$ cat src/rtl/inst_fetch_queue_pkg.sv
// Shared opcodes, opcode field position and fetch FSM encodings for the
// instruction fetch front end.
package inst_fetch_queue_pkg;

    localparam int OPTYPE_RANGE_HI = 6;
    localparam int OPTYPE_RANGE_LO = 0;

    localparam logic [OPTYPE_RANGE_HI:OPTYPE_RANGE_LO] OP_JAL = 7'b1101111;
    localparam logic [OPTYPE_RANGE_HI:OPTYPE_RANGE_LO] OP_BR  = 7'b1100011;

    typedef enum logic [1:0] {
        IDLE     = 2'd0,
        MEM_WAIT = 2'd1,
        DRAIN    = 2'd2
    } fetch_state_t;

endpackage

$ cat src/rtl/inst_fetch_queue_if.sv
// Decoder-side pop handshake and queue-head fields of the fetch queue.
interface inst_fetch_queue_if #(
    parameter int ADDR_W = 32,
    parameter int INST_W = 32,
    parameter int QDEPTH = 4
);
    logic                      dc_to_if_ready;
    logic                      if_to_dc_valid;
    logic [INST_W-1:0]         if_to_dc_inst;
    logic [ADDR_W-1:0]         if_to_dc_PC;
    logic                      if_to_dc_pred_br;
    logic [$clog2(QDEPTH):0]   if_to_dc_count;

    modport master (
        input  dc_to_if_ready,
        output if_to_dc_valid,
        output if_to_dc_inst,
        output if_to_dc_PC,
        output if_to_dc_pred_br,
        output if_to_dc_count
    );

    modport slave (
        output dc_to_if_ready,
        input  if_to_dc_valid,
        input  if_to_dc_inst,
        input  if_to_dc_PC,
        input  if_to_dc_pred_br,
        input  if_to_dc_count
    );
endinterface

$ cat src/rtl/inst_fetch_queue_fetch_fifo.sv
// Circular fetch queue with push/pop/flush; payload storage is not reset,
// only pointers and occupancy are.
module fetch_fifo
    import inst_fetch_queue_pkg::*;
#(
    parameter int WIDTH = 8,
    parameter int DEPTH = 4
) (
    input  logic                     clk_in,
    input  logic                     rst_n_in,
    input  logic                     push,
    input  logic                     pop,
    input  logic                     flush,
    input  logic [WIDTH-1:0]         wdata,
    output logic [WIDTH-1:0]         rdata,
    output logic                     full,
    output logic [$clog2(DEPTH):0]   count
);
    localparam int PW = $clog2(DEPTH);

    logic [WIDTH-1:0] mem [DEPTH];
    logic [PW-1:0]    rd_ptr;
    logic [PW-1:0]    wr_ptr;
    logic             do_push;
    logic             do_pop;

    assign full    = (count == (PW+1)'(DEPTH));
    assign do_push = push && !full && !flush;
    assign do_pop  = pop && (count != '0) && !flush;
    assign rdata   = mem[rd_ptr];

    always_ff @(posedge clk_in) begin
        if (do_push) mem[wr_ptr] <= wdata;
    end

    always_ff @(posedge clk_in or negedge rst_n_in) begin
        if (!rst_n_in) begin
            rd_ptr <= '0;
            wr_ptr <= '0;
            count  <= '0;
        end else if (flush) begin
            rd_ptr <= '0;
            wr_ptr <= '0;
            count  <= '0;
        end else begin
            if (do_push) wr_ptr <= wr_ptr + PW'(1);
            if (do_pop)  rd_ptr <= rd_ptr + PW'(1);
            case ({do_push, do_pop})
                2'b10:   count <= count + (PW+1)'(1);
                2'b01:   count <= count - (PW+1)'(1);
                default: count <= count;
            endcase
        end
    end

endmodule

$ cat src/rtl/inst_fetch_queue.sv
// Instruction fetch stage: I-cache lookup, memory miss handling with fill,
// static next-PC prediction and a small queue towards the decoder.
module inst_fetch_queue
    import inst_fetch_queue_pkg::*;
#(
    parameter int                ADDR_W   = 32,
    parameter int                INST_W   = 32,
    parameter int                QDEPTH   = 4,
    parameter logic [ADDR_W-1:0] RESET_PC = '0
) (
    input  logic               clk_in,
    input  logic               rst_n_in,
    input  logic               rdy_in,
    input  logic               clr_in,
    input  logic [ADDR_W-1:0]  rob_to_if_alter_pc,
    output logic [ADDR_W-1:0]  if_to_ic_addr,
    input  logic               ic_to_if_hit,
    input  logic [INST_W-1:0]  ic_to_if_hit_inst,
    output logic               if_to_ic_fill_valid,
    output logic [ADDR_W-1:0]  if_to_ic_fill_addr,
    output logic [INST_W-1:0]  if_to_ic_fill_inst,
    output logic               if_to_mc_valid,
    output logic [ADDR_W-1:0]  if_to_mc_pc,
    input  logic               mc_to_if_ready,
    input  logic [INST_W-1:0]  mc_to_if_inst,
    input  logic               pr_to_if_prediction,
    inst_fetch_queue_if.master dc
);
    localparam int CNT_W   = $clog2(QDEPTH) + 1;
    localparam int ENTRY_W = INST_W + ADDR_W + 1;

    fetch_state_t                        state;
    logic [ADDR_W-1:0]                   pc;
    logic [INST_W-1:0]                   enq_inst;
    logic [OPTYPE_RANGE_HI:OPTYPE_RANGE_LO] opcode;
    logic                                is_jal;
    logic                                is_br;
    logic signed [20:0]                  j_imm;
    logic signed [12:0]                  b_imm;
    logic [ADDR_W-1:0]                   next_pc;
    logic                                enq_pred;
    logic                                enq_fire;
    logic                                push;
    logic                                pop;
    logic                                flush;
    logic                                full;
    logic [CNT_W-1:0]                    count;
    logic [ENTRY_W-1:0]                  head;

    assign if_to_ic_addr = pc;

    // Decode straight from whichever instruction is being enqueued this cycle.
    assign enq_inst = (state == MEM_WAIT) ? mc_to_if_inst : ic_to_if_hit_inst;
    assign opcode   = enq_inst[OPTYPE_RANGE_HI:OPTYPE_RANGE_LO];
    assign is_jal   = (opcode == OP_JAL);
    assign is_br    = (opcode == OP_BR);
    assign j_imm    = {enq_inst[31], enq_inst[19:12], enq_inst[20], enq_inst[30:21], 1'b0};
    assign b_imm    = {enq_inst[31], enq_inst[7], enq_inst[30:25], enq_inst[11:8], 1'b0};
    assign enq_pred = is_br && pr_to_if_prediction;

    always_comb begin
        next_pc = pc + ADDR_W'(32'd4);
        if (is_jal)
            next_pc = pc + ADDR_W'(j_imm);
        else if (enq_pred)
            next_pc = pc + ADDR_W'(b_imm);
    end

    assign enq_fire = ((state == IDLE) && ic_to_if_hit) ||
                      ((state == MEM_WAIT) && mc_to_if_ready);
    assign push     = rdy_in && !clr_in && !full && enq_fire;
    assign pop      = rdy_in && dc.if_to_dc_valid && dc.dc_to_if_ready;
    assign flush    = rdy_in && clr_in;

    fetch_fifo #(
        .WIDTH (ENTRY_W),
        .DEPTH (QDEPTH)
    ) u_fifo (
        .clk_in   (clk_in),
        .rst_n_in (rst_n_in),
        .push     (push),
        .pop      (pop),
        .flush    (flush),
        .wdata    ({enq_inst, pc, enq_pred}),
        .rdata    (head),
        .full     (full),
        .count    (count)
    );

    assign dc.if_to_dc_valid = (count != '0);
    assign dc.if_to_dc_count = count;
    assign {dc.if_to_dc_inst, dc.if_to_dc_PC, dc.if_to_dc_pred_br} = head;

    always_ff @(posedge clk_in or negedge rst_n_in) begin
        if (!rst_n_in) begin
            state               <= IDLE;
            pc                  <= RESET_PC;
            if_to_mc_valid      <= 1'b0;
            if_to_mc_pc         <= '0;
            if_to_ic_fill_valid <= 1'b0;
            if_to_ic_fill_addr  <= '0;
            if_to_ic_fill_inst  <= '0;
        end else if (rdy_in) begin
            if_to_ic_fill_valid <= 1'b0;
            case (state)
                IDLE: begin
                    if (clr_in) begin
                        pc <= rob_to_if_alter_pc;
                    end else if (!full) begin
                        if (ic_to_if_hit) begin
                            pc <= next_pc;
                        end else begin
                            if_to_mc_valid <= 1'b1;
                            if_to_mc_pc    <= pc;
                            state          <= MEM_WAIT;
                        end
                    end
                end
                MEM_WAIT: begin
                    if (clr_in) begin
                        pc <= rob_to_if_alter_pc;
                        if (mc_to_if_ready) begin
                            if_to_mc_valid <= 1'b0;
                            state          <= IDLE;
                        end else begin
                            // Request stays outstanding; its response is dropped.
                            state <= DRAIN;
                        end
                    end else if (mc_to_if_ready) begin
                        if_to_mc_valid      <= 1'b0;
                        if_to_ic_fill_valid <= 1'b1;
                        if_to_ic_fill_addr  <= pc;
                        if_to_ic_fill_inst  <= mc_to_if_inst;
                        pc                  <= next_pc;
                        state               <= IDLE;
                    end
                end
                DRAIN: begin
                    if (clr_in) pc <= rob_to_if_alter_pc;
                    if (mc_to_if_ready) begin
                        if_to_mc_valid <= 1'b0;
                        state          <= IDLE;
                    end
                end
                default: state <= IDLE;
            endcase
        end
    end

endmodule

$ cat src/flat_wrapper.sv
// flat-port wrapper written by rule: the top's interface ports become plain ports
module inst_fetch_queue_flat import inst_fetch_queue_pkg::*;
#(
    parameter int                ADDR_W   = 32,
    parameter int                INST_W   = 32,
    parameter int                QDEPTH   = 4,
    parameter logic [ADDR_W-1:0] RESET_PC = '0
)
  (clk_in, rst_n_in, rdy_in, clr_in, rob_to_if_alter_pc, if_to_ic_addr, ic_to_if_hit, ic_to_if_hit_inst, if_to_ic_fill_valid, if_to_ic_fill_addr, if_to_ic_fill_inst, if_to_mc_valid, if_to_mc_pc, mc_to_if_ready, mc_to_if_inst, pr_to_if_prediction, dc_dc_to_if_ready, dc_if_to_dc_valid, dc_if_to_dc_inst, dc_if_to_dc_PC, dc_if_to_dc_pred_br, dc_if_to_dc_count);
  inst_fetch_queue_if #(.ADDR_W(ADDR_W), .INST_W(INST_W), .QDEPTH(QDEPTH)) dc_i ();
  input  logic clk_in;
  input  logic rst_n_in;
  input  logic rdy_in;
  input  logic clr_in;
  input  logic [ADDR_W-1:0] rob_to_if_alter_pc;
  output logic [ADDR_W-1:0] if_to_ic_addr;
  input  logic ic_to_if_hit;
  input  logic [INST_W-1:0] ic_to_if_hit_inst;
  output logic if_to_ic_fill_valid;
  output logic [ADDR_W-1:0] if_to_ic_fill_addr;
  output logic [INST_W-1:0] if_to_ic_fill_inst;
  output logic if_to_mc_valid;
  output logic [ADDR_W-1:0] if_to_mc_pc;
  input  logic mc_to_if_ready;
  input  logic [INST_W-1:0] mc_to_if_inst;
  input  logic pr_to_if_prediction;
  input wire logic [$bits(dc_i.dc_to_if_ready)-1:0] dc_dc_to_if_ready;
  output wire logic [$bits(dc_i.if_to_dc_valid)-1:0] dc_if_to_dc_valid;
  output wire logic [$bits(dc_i.if_to_dc_inst)-1:0] dc_if_to_dc_inst;
  output wire logic [$bits(dc_i.if_to_dc_PC)-1:0] dc_if_to_dc_PC;
  output wire logic [$bits(dc_i.if_to_dc_pred_br)-1:0] dc_if_to_dc_pred_br;
  output wire logic [$bits(dc_i.if_to_dc_count)-1:0] dc_if_to_dc_count;
  assign dc_i.dc_to_if_ready = dc_dc_to_if_ready;
  assign dc_if_to_dc_valid = dc_i.if_to_dc_valid;
  assign dc_if_to_dc_inst = dc_i.if_to_dc_inst;
  assign dc_if_to_dc_PC = dc_i.if_to_dc_PC;
  assign dc_if_to_dc_pred_br = dc_i.if_to_dc_pred_br;
  assign dc_if_to_dc_count = dc_i.if_to_dc_count;
  inst_fetch_queue #(.ADDR_W(ADDR_W), .INST_W(INST_W), .QDEPTH(QDEPTH), .RESET_PC(RESET_PC)) u_core (.clk_in(clk_in), .rst_n_in(rst_n_in), .rdy_in(rdy_in), .clr_in(clr_in), .rob_to_if_alter_pc(rob_to_if_alter_pc), .if_to_ic_addr(if_to_ic_addr), .ic_to_if_hit(ic_to_if_hit), .ic_to_if_hit_inst(ic_to_if_hit_inst), .if_to_ic_fill_valid(if_to_ic_fill_valid), .if_to_ic_fill_addr(if_to_ic_fill_addr), .if_to_ic_fill_inst(if_to_ic_fill_inst), .if_to_mc_valid(if_to_mc_valid), .if_to_mc_pc(if_to_mc_pc), .mc_to_if_ready(mc_to_if_ready), .mc_to_if_inst(mc_to_if_inst), .pr_to_if_prediction(pr_to_if_prediction), .dc(dc_i));
endmodule
$ cat config.mk
export PLATFORM = sky130hd
export DESIGN_NAME = inst_fetch_queue_flat
export DESIGN_NICKNAME = d
export VERILOG_FILES = /design/src/rtl/inst_fetch_queue_pkg.sv /design/src/rtl/inst_fetch_queue_if.sv /design/src/rtl/inst_fetch_queue_fetch_fifo.sv /design/src/rtl/inst_fetch_queue.sv /design/src/flat_wrapper.sv
export SDC_FILE = /design/constraint.sdc
export NUM_CORES = 1
export LEC_CHECK = 0
export ABC_CLOCK_PERIOD_IN_PS = 5300
export CAP_MARGIN = 10
export CORE_MARGIN = 5
export CORE_UTILIZATION = 35
export CTS_CLUSTER_DIAMETER = 60
export DETAILED_ROUTE_END_ITERATION = 8
export GPL_TIMING_DRIVEN = 0
export SYNTH_ARGS = -nofsm -noshare
export SYNTH_HDL_FRONTEND = slang
export SYNTH_SLANG_ARGS = --single-unit
$ cat constraint.sdc
create_clock -name clk_in -period 5.3 [get_ports clk_in]
set_input_delay 0.795 -clock clk_in [delete_from_list [all_inputs] [get_ports clk_in]]
set_output_delay 0.795 -clock clk_in [all_outputs]
set_load 0.01 [all_outputs]
==> impl_metrics.py <==
metrics = {
    "synthesis": {
        "synth_ff_type": "edfxtp_1",
        "yosys.area.top_type_share": 0.407,
        "synth.distinct_cells": 72,
        "ys.warnings.count": 0,
        "synth_edf_count": 260,
        "synth_area_sq_um": 19200,
        "synthArstFlopShare": 0.348,
        "synth.net_count": 1561,
        "synth_top_cells_by_area": "edfxtp_1 (41%), dfrtp_1 (18%), mux4_2 (7.6%)",
        "yosys_register_bits": 399,
        "yosys.area.top_type": "edfxtp_1",
        "syn_inst": 1397,
        "syn_avg_cell_area_sq_um": 13.7,
        "ys_seq_area_frac": 0.588,
    },
    "grt": {
        "antenna_found_initial": 0,
        "grt_pass1_wl_microns": 92500,
        "grt.overflow.total": 0,
        "grtUsageTotal": 0.204,
        "first_global_vias": 13900,
        "grt_start_max_net_pins": 101,
    },
    "routing": {
        "via_count": 13500,
        "routed_wirelength_microns": 62400,
        "first_pass_iters": 5,
        "ant_nets": 0,
        "via_per_inst": 5.42,
        "drcViolationCount": 0,
        "first_iter_violations": 891,
        "wire_per_inst_microns": 25.0,
    },
    "clocking": {
        "clk_pin_slew_ps": 60,
        "cts_tree": "yes",
        "clock_path_buffers": 3,
        "clkSinkCount": 399,
        "clk_latency_ps": 610,
        "cts_buffers": 49,
        "htreeDepth": 2,
        "cts_root_buffer": "clkbuf_16",
        "ctsHoldBuffers": 0,
    },
    "place": {
        "dp_hpwl_microns": 44400,
        "gp_congestion": 0.907,
        "place_ws_ps": -444,
        "io_buffer_count": 302,
        "dpl-instance-area_sq_um": 23200,
        "dp_cells": 2400,
    },
    "sta": {
        "slew_violations": 0,
        "slew_headroom": 0.227,
        "setup_violations": 0,
        "fin_crit_sh": 0.935,
        "skew_ps": 37.3,
        "rsz0062_at_grt": "false",
        "finalHoldViolations": 0,
        "setup_slack_ps": 345,
        "maxClockFrequency_ghz": 0.202,
        "tightest_slew_ps": 1160,
        "min_period_ps": 4950,
    },
    "critical_path": {
        "reg2regPathDepth": 16,
        "critical_path_required_ps": 5810,
        "arrival_ps": 5460,
        "setup.worst_path.end_class": "flop",
        "path_max_fanout": 10,
        "rr_startpoint": "u_core.state[1]",
        "worst-r2r-setup-slack_ps": 350,
        "critical_path_class": "flop to flop",
        "rr_endpoint": "u_core.if_to_ic_addr[22]",
        "crit_start": "u_core.state[1]",
        "endpoint": "u_core.if_to_ic_addr[22]",
        "start_kind": "flop",
    },
    "floorplan": {
        "die_w_microns": 244,
        "row_count": 85,
        "core_sq_um": 54000,
        "io_pins": 303,
        "design.die.area_sq_um": 59600,
        "dieHeight_microns": 244,
        "start_util": 0.355,
    },
    "cells_and_area": {
        "antennaDiodeCount": 0,
        "layout_common_cells": "clkdlybuf4s50_1 (301), edfxtp_1 (260), dfrtp_1 (139), mux2_2 (123), a21oi_1 (99)",
        "drive_gt1_frac": 0.170,
        "area.sequential_sq_um": 11300,
        "final_nets": 1927,
        "syn2layout_area_growth_pct": 29.9,
        "fillers": 4869,
        "instances_no_fill": 2500,
        "multi_input_area_sq_um": 7570,
        "final_area_sq_um": 24900,
        "final_common_cell": "clkdlybuf4s50_1",
        "fin_util": 0.461,
    },
    "power_and_ir_drop": {
        "ir_drop_v": 0.000262,
        "p_seq_frac": 0.324,
        "internal_power_mw": 9.41,
        "clkPwrFrac": 0.215,
        "p_per_area_nw_per_um2": 614,
        "p_sw_mw": 5.88,
        "p_leak_nw": 8.99,
        "pwr-share-comb": 0.461,
        "total_power_mw": 15.3,
        "swShare": 0.384,
    },
    "run_status": {
        "status": "completed",
    },
    "job": {
        "cap_violations": 0,
    },
    "worst_hold_path": {
        "min_path_type": "input port to asynchronous set/reset pin",
    },
}
## state kept, by name (all words and copies together), names as in the netlist
signal,cells
u_core.if_to_mc_valid,1
u_core.if_to_ic_addr,32
u_core.u_fifo.mem,260
u_core.if_to_ic_fill_valid,1
u_core.if_to_mc_pc,32
u_core.u_fifo.count,3
u_core.u_fifo.rd_ptr,2
u_core.if_to_ic_fill_inst,32
u_core.if_to_ic_fill_addr,32
u_core.u_fifo.wr_ptr,2
u_core.state,2
## worst max-delay path: stages, from the launching register on
cell	delay, ps
dfrtp_1	420
inv_1	90
ha_1	200
buf_4	230
clkbuf_4	310
clkbuf_4	330
mux2_2	450
ha_1	430
nand2_1	150
o21ai_1	190
a2111oi_0	420
a21oi_1	260
o41ai_4	500
o21a_1	260
o2111ai_1	150
o211ai_1	240
o22a_1	230
## area by class of cell
| class | instances | area share |
|---|---|---|
| clock buffers | 65 | 0.0536 |
| plain buffers | 67 | 0.0110 |
| well taps | 696 | 0.0349 |
| repair buffers | 314 | 0.129 |
| inverters | 22 | 0.00346 |
| clock inverters | 27 | 0.0110 |
| flip-flops and latches | 399 | 0.453 |
| repair inverters | 1 | 0.000201 |
| multi-input cells | 909 | 0.304 |
## cell usage after synthesis, types with 7 or more instances
cell,n
edfxtp_1,260
dfrtp_1,139
mux2_2,123
a21oi_1,99
nand2_1,89
nor2_1,74
mux4_2,65
o21ai_0,62
ha_1,57
clkbuf_1,44
xnor2_1,30
nand3_1,29
xor2_1,25
and3_1,22
inv_1,21
nor3_1,21
a211oi_1,17
nand4_1,16
mux2i_1,14
a21o_1,13
buf_1,13
o221ai_1,11
and2_1,10
o21bai_1,10
or3_1,10
o211ai_1,9
o21a_1,9
buf_2,8
nor2b_1,7
o22ai_1,7
## worst min path at each step
stage                                          to  slack [ps]
floorplan                 u_core.if_to_ic_addr[0]         500
global placement    u_core.if_to_ic_fill_addr[12]         460
detailed placement  u_core.if_to_ic_fill_addr[12]         470
CTS                        u_core.if_to_mc_pc[27]          70
global route               u_core.if_to_mc_pc[28]         100
finish              u_core.if_to_ic_fill_addr[30]          90
## cells by family (layout without fill, tap and decap cells)
kind of cell    count (synthesis)  count (layout)  synth area share
compound gates                294             294            0.0986
xor+xnor                       55              55            0.0251
fa+ha+maj                      60              60            0.0403
buf+inv                        89             496            0.0182
flops                         399             399             0.588
mux                           202             202             0.156
simple gates                  298             298            0.0741
## per-stage QoR
step | hold slack (ps) | TNS [ps]
floorplan | 499 | 0
global placement | 463 | -476670
detailed placement | 475 | -3220
CTS | 65.0 | 0
global route | 95.1 | 0
finish | 86.8 | 0
## metal layers
| layer | global-route usage | wire (microns) | vias up |
|---|---|---|---|
| li1 | - | - | 6157 |
| met1 | 0.280 | 27500 | 6890 |
| met2 | 0.345 | 30200 | 422 |
| met3 | 0.0332 | 3460 | 72 |
| met4 | 0.0478 | 1160 | 0 |
| met5 | 0 | 0 | - |
## power groups by stage
stage                     combinational [mW]  sequential, mW  clock [mW]
after floorplan                         3.88            4.97           0
after global placement                  6.94            5.01           0
after detailed placement                7.00            5.03           0
after CTS                               7.04            4.97        3.38
after global routing                    7.63            5.07        3.51
final                                   7.05            4.96        3.29
## repair_timing
| item | CTS | global route |
|---|---|---|
| resized for setup | 2 | 9 |
| setup buffers | 0 | 6 |
| setup endpoints to repair | 16 | 3 |
| gates cloned | 0 | 1 |
| pin swaps | 0 | 1 |
(Power assumes the default switching activity.)
